## config.mk

```make
export PLATFORM = sky130hd
export DESIGN_NAME = div_sequencer_flat
export DESIGN_NICKNAME = d
export VERILOG_FILES = /design/src/rtl/div_sequencer_if.sv /design/src/rtl/div_sequencer.sv /design/src/flat_wrapper.sv
export SDC_FILE = /design/constraint.sdc
export NUM_CORES = 1
export LEC_CHECK = 0
export BUFFER_PORTS_ARGS = -buffer_cell sky130_fd_sc_hd__buf_2
export CAP_MARGIN = 20
export CORE_ASPECT_RATIO = 0.6
export CORE_MARGIN = 3
export CORE_UTILIZATION = 60
export DETAILED_ROUTE_END_ITERATION = 12
export PLACE_DENSITY = 0.81
export SYNTH_ARGS = -nofsm -noshare
export SYNTH_HDL_FRONTEND = slang
export SYNTH_SLANG_ARGS = --single-unit
```

## constraint.sdc

```tcl
create_clock -name clk -period 16.6 [get_ports clk]
set_clock_uncertainty 0.2 [all_clocks]
set_input_delay 2.49 -clock clk [delete_from_list [all_inputs] [get_ports clk]]
set_output_delay 2.49 -clock clk [all_outputs]
set_load 0.01 [all_outputs]
```

## src/rtl/div_sequencer_if.sv

```systemverilog
// Handshake/operand bundle between the pipeline and the iterative divider.
// The remainder signal exists only when DIV_REM_EN is defined.
interface div_sequencer_if #(
    parameter int WIDTH = 32
);
    logic             start;
    logic             is_signed;
    logic             abort;
    logic [WIDTH-1:0] dividend;
    logic [WIDTH-1:0] divisor;
    logic             stall;
    logic             busy;
    logic             done;
    logic [WIDTH-1:0] quotient;
    logic             div_by_zero;
`ifdef DIV_REM_EN
    logic [WIDTH-1:0] remainder;
`endif

    modport master (
        output start, is_signed, abort, dividend, divisor,
        input  stall, busy, done, quotient, div_by_zero
`ifdef DIV_REM_EN
        , input remainder
`endif
    );

    modport slave (
        input  start, is_signed, abort, dividend, divisor,
        output stall, busy, done, quotient, div_by_zero
`ifdef DIV_REM_EN
        , output remainder
`endif
    );
endinterface

```

## src/rtl/div_sequencer.sv

```systemverilog
// Radix-2 restoring SDIV/UDIV sequencer, one quotient bit per cycle, stalls the pipeline while busy.
// Define DIV_REM_EN to expose the signed remainder output.
module div_sequencer #(
    parameter int WIDTH = 32
) (
    input logic             clk,
    input logic             reset,
    div_sequencer_if.slave  bus
);
    localparam int CW = $clog2(WIDTH);

    typedef enum logic [2:0] {IDLE, PREP, ITER, FIXUP, DONE} state_t;

    state_t           state, state_nxt;
    logic [CW-1:0]    cnt;
    logic             accept;
    logic             stall_c;

    logic [WIDTH-1:0] a_r, b_r;
    logic             sgn_r;
    logic [WIDTH-1:0] q_r, r_r, d_r;
    logic             neg_q, neg_r;
    logic [WIDTH:0]   r_sh, r_dif;
    logic             r_ge;

    logic [WIDTH-1:0] quotient_r;
    logic             dbz_r;
`ifdef DIV_REM_EN
    logic [WIDTH-1:0] remainder_r;
`endif

    // Conditional two's-complement negate; used for both abs() and sign fix-up.
    function automatic logic [WIDTH-1:0] neg_if(input logic [WIDTH-1:0] v, input logic n);
        return n ? (~v + 1'b1) : v;
    endfunction

    assign accept = (state == IDLE) && bus.start && !bus.abort;

    // One bit wider than the operands so an unsigned divisor near 2^WIDTH compares correctly.
    assign r_sh  = {r_r, q_r[WIDTH-1]};
    assign r_dif = r_sh - {1'b0, d_r};
    assign r_ge  = (r_sh >= {1'b0, d_r});

    always_ff @(posedge clk or negedge reset) begin
        if (!reset) begin
            state <= IDLE;
            cnt   <= '0;
        end else begin
            state <= state_nxt;
            if (state == PREP)
                cnt <= '0;
            else if (state == ITER)
                cnt <= cnt + CW'(1);
        end
    end

    always_comb begin
        state_nxt = state;
        stall_c   = 1'b0;
        case (state)
            IDLE: begin
                if (accept) begin
                    state_nxt = PREP;
                    stall_c   = 1'b1;
                end
            end
            PREP: begin
                state_nxt = (b_r == '0) ? DONE : ITER;
                stall_c   = 1'b1;
            end
            ITER: begin
                if (cnt == CW'(WIDTH - 1))
                    state_nxt = FIXUP;
                stall_c = 1'b1;
            end
            FIXUP: begin
                state_nxt = DONE;
                stall_c   = 1'b1;
            end
            DONE:    state_nxt = IDLE;
            default: state_nxt = IDLE;
        endcase
        if (bus.abort)
            state_nxt = IDLE;
    end

    // Working datapath: no reset needed, every field is loaded before it is used.
    always_ff @(posedge clk) begin
        if (accept) begin
            a_r   <= bus.dividend;
            b_r   <= bus.divisor;
            sgn_r <= bus.is_signed;
        end
        if (state == PREP) begin
            q_r   <= neg_if(a_r, sgn_r & a_r[WIDTH-1]);
            d_r   <= neg_if(b_r, sgn_r & b_r[WIDTH-1]);
            r_r   <= '0;
            neg_q <= sgn_r & (a_r[WIDTH-1] ^ b_r[WIDTH-1]);
            neg_r <= sgn_r & a_r[WIDTH-1];
        end else if (state == ITER) begin
            r_r <= r_ge ? r_dif[WIDTH-1:0] : r_sh[WIDTH-1:0];
            q_r <= {q_r[WIDTH-2:0], r_ge};
        end
    end

    // Result registers change only on a completed op, so an abort leaves them intact.
    always_ff @(posedge clk or negedge reset) begin
        if (!reset) begin
            quotient_r  <= '0;
            dbz_r       <= 1'b0;
`ifdef DIV_REM_EN
            remainder_r <= '0;
`endif
        end else if (!bus.abort) begin
            if (state == PREP && b_r == '0) begin
                quotient_r  <= '0;
                dbz_r       <= 1'b1;
`ifdef DIV_REM_EN
                remainder_r <= a_r;
`endif
            end else if (state == FIXUP) begin
                quotient_r  <= neg_if(q_r, neg_q);
                dbz_r       <= 1'b0;
`ifdef DIV_REM_EN
                remainder_r <= neg_if(r_r, neg_r);
`endif
            end
        end
    end

    assign bus.stall       = stall_c;
    assign bus.busy        = (state != IDLE);
    assign bus.done        = (state == DONE);
    assign bus.quotient    = quotient_r;
    assign bus.div_by_zero = dbz_r;
`ifdef DIV_REM_EN
    assign bus.remainder   = remainder_r;
`endif
endmodule

```

## src/flat_wrapper.sv

```systemverilog
// flat-port wrapper written by rule: the top's interface ports become plain ports
module div_sequencer_flat 
#(
    parameter int WIDTH = 32
)
  (clk, reset, bus_start, bus_is_signed, bus_abort, bus_dividend, bus_divisor, bus_stall, bus_busy, bus_done, bus_quotient, bus_div_by_zero);
  div_sequencer_if #(.WIDTH(WIDTH)) bus_i ();
  input logic clk;
  input logic reset;
  input wire logic [$bits(bus_i.start)-1:0] bus_start;
  input wire logic [$bits(bus_i.is_signed)-1:0] bus_is_signed;
  input wire logic [$bits(bus_i.abort)-1:0] bus_abort;
  input wire logic [$bits(bus_i.dividend)-1:0] bus_dividend;
  input wire logic [$bits(bus_i.divisor)-1:0] bus_divisor;
  output wire logic [$bits(bus_i.stall)-1:0] bus_stall;
  output wire logic [$bits(bus_i.busy)-1:0] bus_busy;
  output wire logic [$bits(bus_i.done)-1:0] bus_done;
  output wire logic [$bits(bus_i.quotient)-1:0] bus_quotient;
  output wire logic [$bits(bus_i.div_by_zero)-1:0] bus_div_by_zero;
  assign bus_i.start = bus_start;
  assign bus_i.is_signed = bus_is_signed;
  assign bus_i.abort = bus_abort;
  assign bus_i.dividend = bus_dividend;
  assign bus_i.divisor = bus_divisor;
  assign bus_stall = bus_i.stall;
  assign bus_busy = bus_i.busy;
  assign bus_done = bus_i.done;
  assign bus_quotient = bus_i.quotient;
  assign bus_div_by_zero = bus_i.div_by_zero;
  div_sequencer #(.WIDTH(WIDTH)) u_core (.clk(clk), .reset(reset), .bus(bus_i));
endmodule
```

Yosys cells after proc, flatten, opt, wreduce, memory -nomap -nowiden
Cells that the tools add are included.

Bits in registers: 203. Input port bits: 69. Output and inout bits: 36.

Add/sub/neg operators: 5. Magnitude comparators: 1. Equality and inequality tests: 7. Multiplexer cells: 19. Bitwise gates (word level): 8. Reduce and logical (&&, ||, !) cells: 12.

Operator list (count): $mux 32 (8); $add 32x1->32 const B (3); $not 32->32 (3); $ge 33x32->1 (1); $logic_not 32->1 (1); $sub 32x32->32 (1); $mux 3 (4); $pmux 3 s4 (1); $mux 5 (2); $eq 3x2->1 const B (2); $add 5x1->5 const B (1); $eq 5x5->1 const B (1); $reduce_and 2->1 (2); $reduce_bool 2->1 (2); $and 1x1->1 (3); $eq 3x1->1 const B (1); $eq 3x3->1 const B (1); $logic_and 1x1->1 (3); $logic_not 3->1 (1); $mux 1 (3); $ne 3x2->1 const B (1); $ne 3x3->1 const B (1); $reduce_bool 3->1 (1); $reduce_or 3->1 (1); other kinds (4) (4).

Longest topological paths before layout
Depth after elaboration: 6. Depth in mapped cells: 13.

Least setup slack after synthesis
OpenSTA, ideal clock, no wires.

Path kind: input-to-reg. Start: input bus_abort. End: register u_core.a_r[0], enable pin. Setup time: 0.568 ns. Data arrival time: 7.250 ns. Data required time: 15.832 ns. Path slack: 8.582 ns. Stages: 3. Path through: nor2_1 nand2_1 nor3_1.

Word-level cells in the longest chain between the ends: 2.

Ends and longest elaborated chain: start, declared (RTL line flat_wrapper.sv:12) `input wire logic [$bits(bus_i.abort)-1:0] bus_abort;`; $logic_not 1->1 (RTL line div_sequencer.sv:37) `assign accept = (state == IDLE) && bus.start && !bus.abort;`; $logic_and 1x1->1 (RTL line div_sequencer.sv:37); net u_core.accept (RTL line div_sequencer.sv:16) `logic accept;`; end signal, assigned (RTL line div_sequencer.sv:90) `a_r <= bus.dividend;`; end, declared (RTL line div_sequencer.sv:19) `logic [WIDTH-1:0] a_r, b_r;`.

The timed path passes the listed nets, and every way through them passes these cells. A chain may end at the register's enable or synchronous reset.

Worst setup path in the final report
Start: input bus_abort. End: output bus_stall.

Word-level cells in the longest chain between the ends: 4.

Ends and longest elaborated chain: $logic_not 1->1 (RTL line div_sequencer.sv:37); $logic_and 1x1->1 (RTL line div_sequencer.sv:37); $mux 1 (RTL line div_sequencer.sv:62) `if (accept) begin`; $pmux 1 s2 (RTL line div_sequencer.sv:60) `case (state)`; end, declared (RTL line flat_wrapper.sv:15) `output wire logic [$bits(bus_i.stall)-1:0] bus_stall;`.

Every way passes these cells.

==> results.py <==
metrics = {
    "worst_setup_path": {
        "worst_ep_arrival_time_ns": 3.29,
        "r2r-start": "u_core.d_r[2]",
        "endpoint_kind": "output pin",
        "reg2reg_depth": 12,
        "worstReg2RegEnd": "u_core.r_r[3]",
        "reg2reg_slack_ns": 12.34,
        "critPathKind": "input port to output pin",
        "required_ns": 13.91,
        "crit_fanout": 6,
        "setup.worst_path.start_class": "input port",
    },
    "floorplanning": {
        "core_um2": 17410,
        "fp.dieW_um": 179.5,
        "io_pins": 105,
        "die_h_um": 110.1,
        "die-area_um2": 19770,
        "placementRows": 37,
        "start_util_pct": 62.27,
    },
    "detailed_routing": {
        "vias": 8265,
        "drc": 0,
        "antenna_left": 0,
        "drt-wirelength-per-cell_um": 17.86,
        "drt-pass1-iter-count": 6,
        "drt_iter0_markers": 818,
        "drt-total-wl_um": 24940,
        "via_per_inst": 5.920,
    },
    "logic_synthesis": {
        "synth_seq_area_share_pct": 51.39,
        "ys_top_cells_by_count": "nand2_1, edfxtp_1, o21ai_0",
        "async_reset_ff_share_pct": 20.20,
        "netlist_area_um2": 10840,
        "synthCells": 1058,
        "syn-num-nets": 1165,
        "yosys.area.top_type": "edfxtp_1",
        "yosysWarnings": 0,
        "synth_ff_type": "edfxtp_1",
        "avgSynthCellArea_um2": 10.24,
        "synth_seq_cells": 203,
        "synth_top_area_share_pct": 36.02,
        "synth.most_common_cell": "nand2_1",
        "yosysUniqueCellTypes": 58,
        "synth_edf_count": 130,
        "synthTopCellsByArea": "edfxtp_1, dfrtp_1, dfxtp_1, xor2_1, o21ai_0",
    },
    "sta": {
        "setup_violations": 0,
        "fmax_ghz": 0.1672,
        "rsz0062_at_grt": "false",
        "fin_setup_tns_ns": 0,
        "fin_ws_ns": 10.62,
        "min_period_over_period_pct": 36.02,
        "worst_pin_slew_ns": 0.9398,
        "hold_viol_final": 0,
        "slew_violations": 0,
        "relSlewSlack_pct": 37.35,
        "min_period_ns": 5.980,
    },
    "placement": {
        "placed_area_um2": 11580,
        "port_buffers": 104,
        "gp_congestion": 0.8829,
        "dpl_worst_slack_ns": 10.64,
        "hpwl_um": 18430,
        "numPlacedInstances": 1361,
    },
    "layout": {
        "drive_above_1_share_pct": 13.77,
        "area_growth_pct": 13.07,
        "antennaDiodeCount": 0,
        "post_layout_nonfiller_instances": 1396,
        "nets": 1256,
        "final_area_um2": 12260,
        "fillCellCount": 1279,
    },
    "power_and_ir_drop": {
        "cellLeakagePower_uw": 0.005199,
        "clkPwrFrac_pct": 26.6,
        "p_comb_share_pct": 32.5,
        "ir_drop_uv": 101.4,
        "swShare_pct": 33.77,
        "p_int_uw": 1131,
        "power.total_uw": 1708,
        "p_per_area_nw_per_um2": 139.4,
        "p_sw_uw": 576.9,
        "power_frac_seq_pct": 40.8,
    },
    "hold_path": {
        "holdPathStages": 2,
        "holdPathEnd": "u_core.bus.quotient[3]",
        "worstHoldStart": "u_core.bus.quotient[3]",
        "hold_class": "register to register",
    },
    "clocking": {
        "cts.sinks": 203,
        "cts_tree": "done",
        "cts_setup_buffers": 0,
        "ctsResizeCount": 0,
        "cts_max_path_buffers": 3,
        "clockRootBuffer": "clkbuf_16",
        "cts_buffers": 19,
        "cts_max_level": 1,
        "clk_pin_slew_ns": 0.06,
        "clock_latency_ns": 0.50,
        "cts_hold_buf": 0,
    },
    "global_routing": {
        "grtUsageTotal_pct": 24.77,
        "grt_pass1_vias": 7294,
        "grt_max_degree": 66,
        "grt_first_pass_wirelength_um": 39370,
        "grt.overflow.total": 0,
        "antenna_found_initial": 0,
    },
    "flow_run": {
        "drv_cap": 0,
    },
    "outcome": {
        "status": "complete, no violations",
    },
}
-- worst max path at each step --
stage	startpoint	to	slack (ns)	depth (start not counted)
2_1_floorplan	bus_abort	u_core.a_r[0]	8.58	3
3_3_place_gp	bus_abort	bus_stall	10.62	5
3_5_place_dp	bus_abort	bus_stall	10.64	5
4_1_cts	bus_abort	bus_stall	10.63	5
5_1_grt	bus_abort	bus_stall	10.52	5
6_report	bus_abort	bus_stall	10.62	5
-- through the flow --
step	hold slack [ns]	util (%)
6_report	0.2741	70.41
5_1_grt	0.3038	70.41
4_1_cts	0.2823	70.25
3_5_place_dp	0.2681	66.51
3_3_place_gp	0.2568	66.35
2_1_floorplan	0.2446	-
-- registers in the layout, summed over array words and instances, names as in the netlist, 3 cells and up --
signal,count
u_core.d_r,32
u_core.state,3
u_core.cnt,5
u_core.bus.quotient,32
u_core.q_r,32
u_core.b_r,32
u_core.a_r,32
u_core.r_r,32
-- cell type report --
| type | count | area [µm²] | share of cell area (%) |
|---|---|---|---|
| tap | 234 | 292.8 | 2.389 |
| multi-input combinational | 758 | 4915 | 40.10 |
| timing repair buffer | 112 | 620.6 | 5.064 |
| clock buffer | 21 | 503.0 | 4.104 |
| clock inverter | 13 | 147.6 | 1.205 |
| inverter | 55 | 206.4 | 1.685 |
| sequential | 203 | 5570 | 45.45 |
-- cells by family after synthesis --
kind of cell | Yosys count | synth area share, %
mux | 27 | 2.493
flops | 203 | 51.39
simple gates | 300 | 12.88
compound gates | 281 | 16.33
buf+inv | 97 | 3.394
fa+ha+maj | 38 | 4.456
xor+xnor | 112 | 9.050
-- power by group through the flow --
stage,combinational [µW],sequential [µW],clock [µW]
floorplan,396,694,0
global placement,514,701,0
detailed placement,533,703,0
CTS,536,695,461
global route,616,705,485
finish,556,697,455
-- metal layers --
layer	global-route usage, %	vias to the layer above	wire length, µm	share of wire, %
li1	-	4024	-	-
met1	42.70	3827	12700	51
met2	30.41	386	8955	36
met3	6.230	28	2957	12
met4	3.916	0	325	1.3
met5	0	-	0	0
-- critical path, cell delays in order --
cell	delay (ns)
buf_2	0.11
nor2_1	0.27
nand2_1	0.14
a21oi_1	0.15
buf_2	0.14
-- cell usage in the layout (no fill, tap or decap), types with 4 or more instances in the layout --
| cell type | n |
|---|---|
| nand2_1 | 142 |
| edfxtp_1 | 130 |
| o21ai_0 | 107 |
| buf_2 | 104 |
| xor2_1 | 71 |
| inv_1 | 55 |
| nor2_1 | 50 |
| a21oi_1 | 46 |
| xnor2_1 | 41 |
| dfrtp_1 | 41 |
| ha_1 | 37 |
| o31ai_1 | 34 |
| dfxtp_1 | 32 |
| mux2i_1 | 27 |
| clkbuf_16 | 19 |
| nor3_1 | 18 |
| or3_1 | 14 |
| a21o_1 | 14 |
| nand3_1 | 13 |
| nor4_1 | 11 |
| a31oi_1 | 11 |
| o41ai_1 | 10 |
| or4_1 | 8 |
| and3_1 | 8 |
| a32oi_1 | 8 |
| o21a_1 | 7 |
| o21ai_1 | 7 |
| and2_1 | 6 |
| a211oi_1 | 6 |
| buf_4 | 6 |
| o21bai_1 | 5 |
| nand4_1 | 5 |
| clkinv_2 | 5 |
| nor2b_1 | 4 |
| o211ai_1 | 4 |
| nand2b_1 | 4 |
Note: power is estimated with default switching activity, not from simulation.
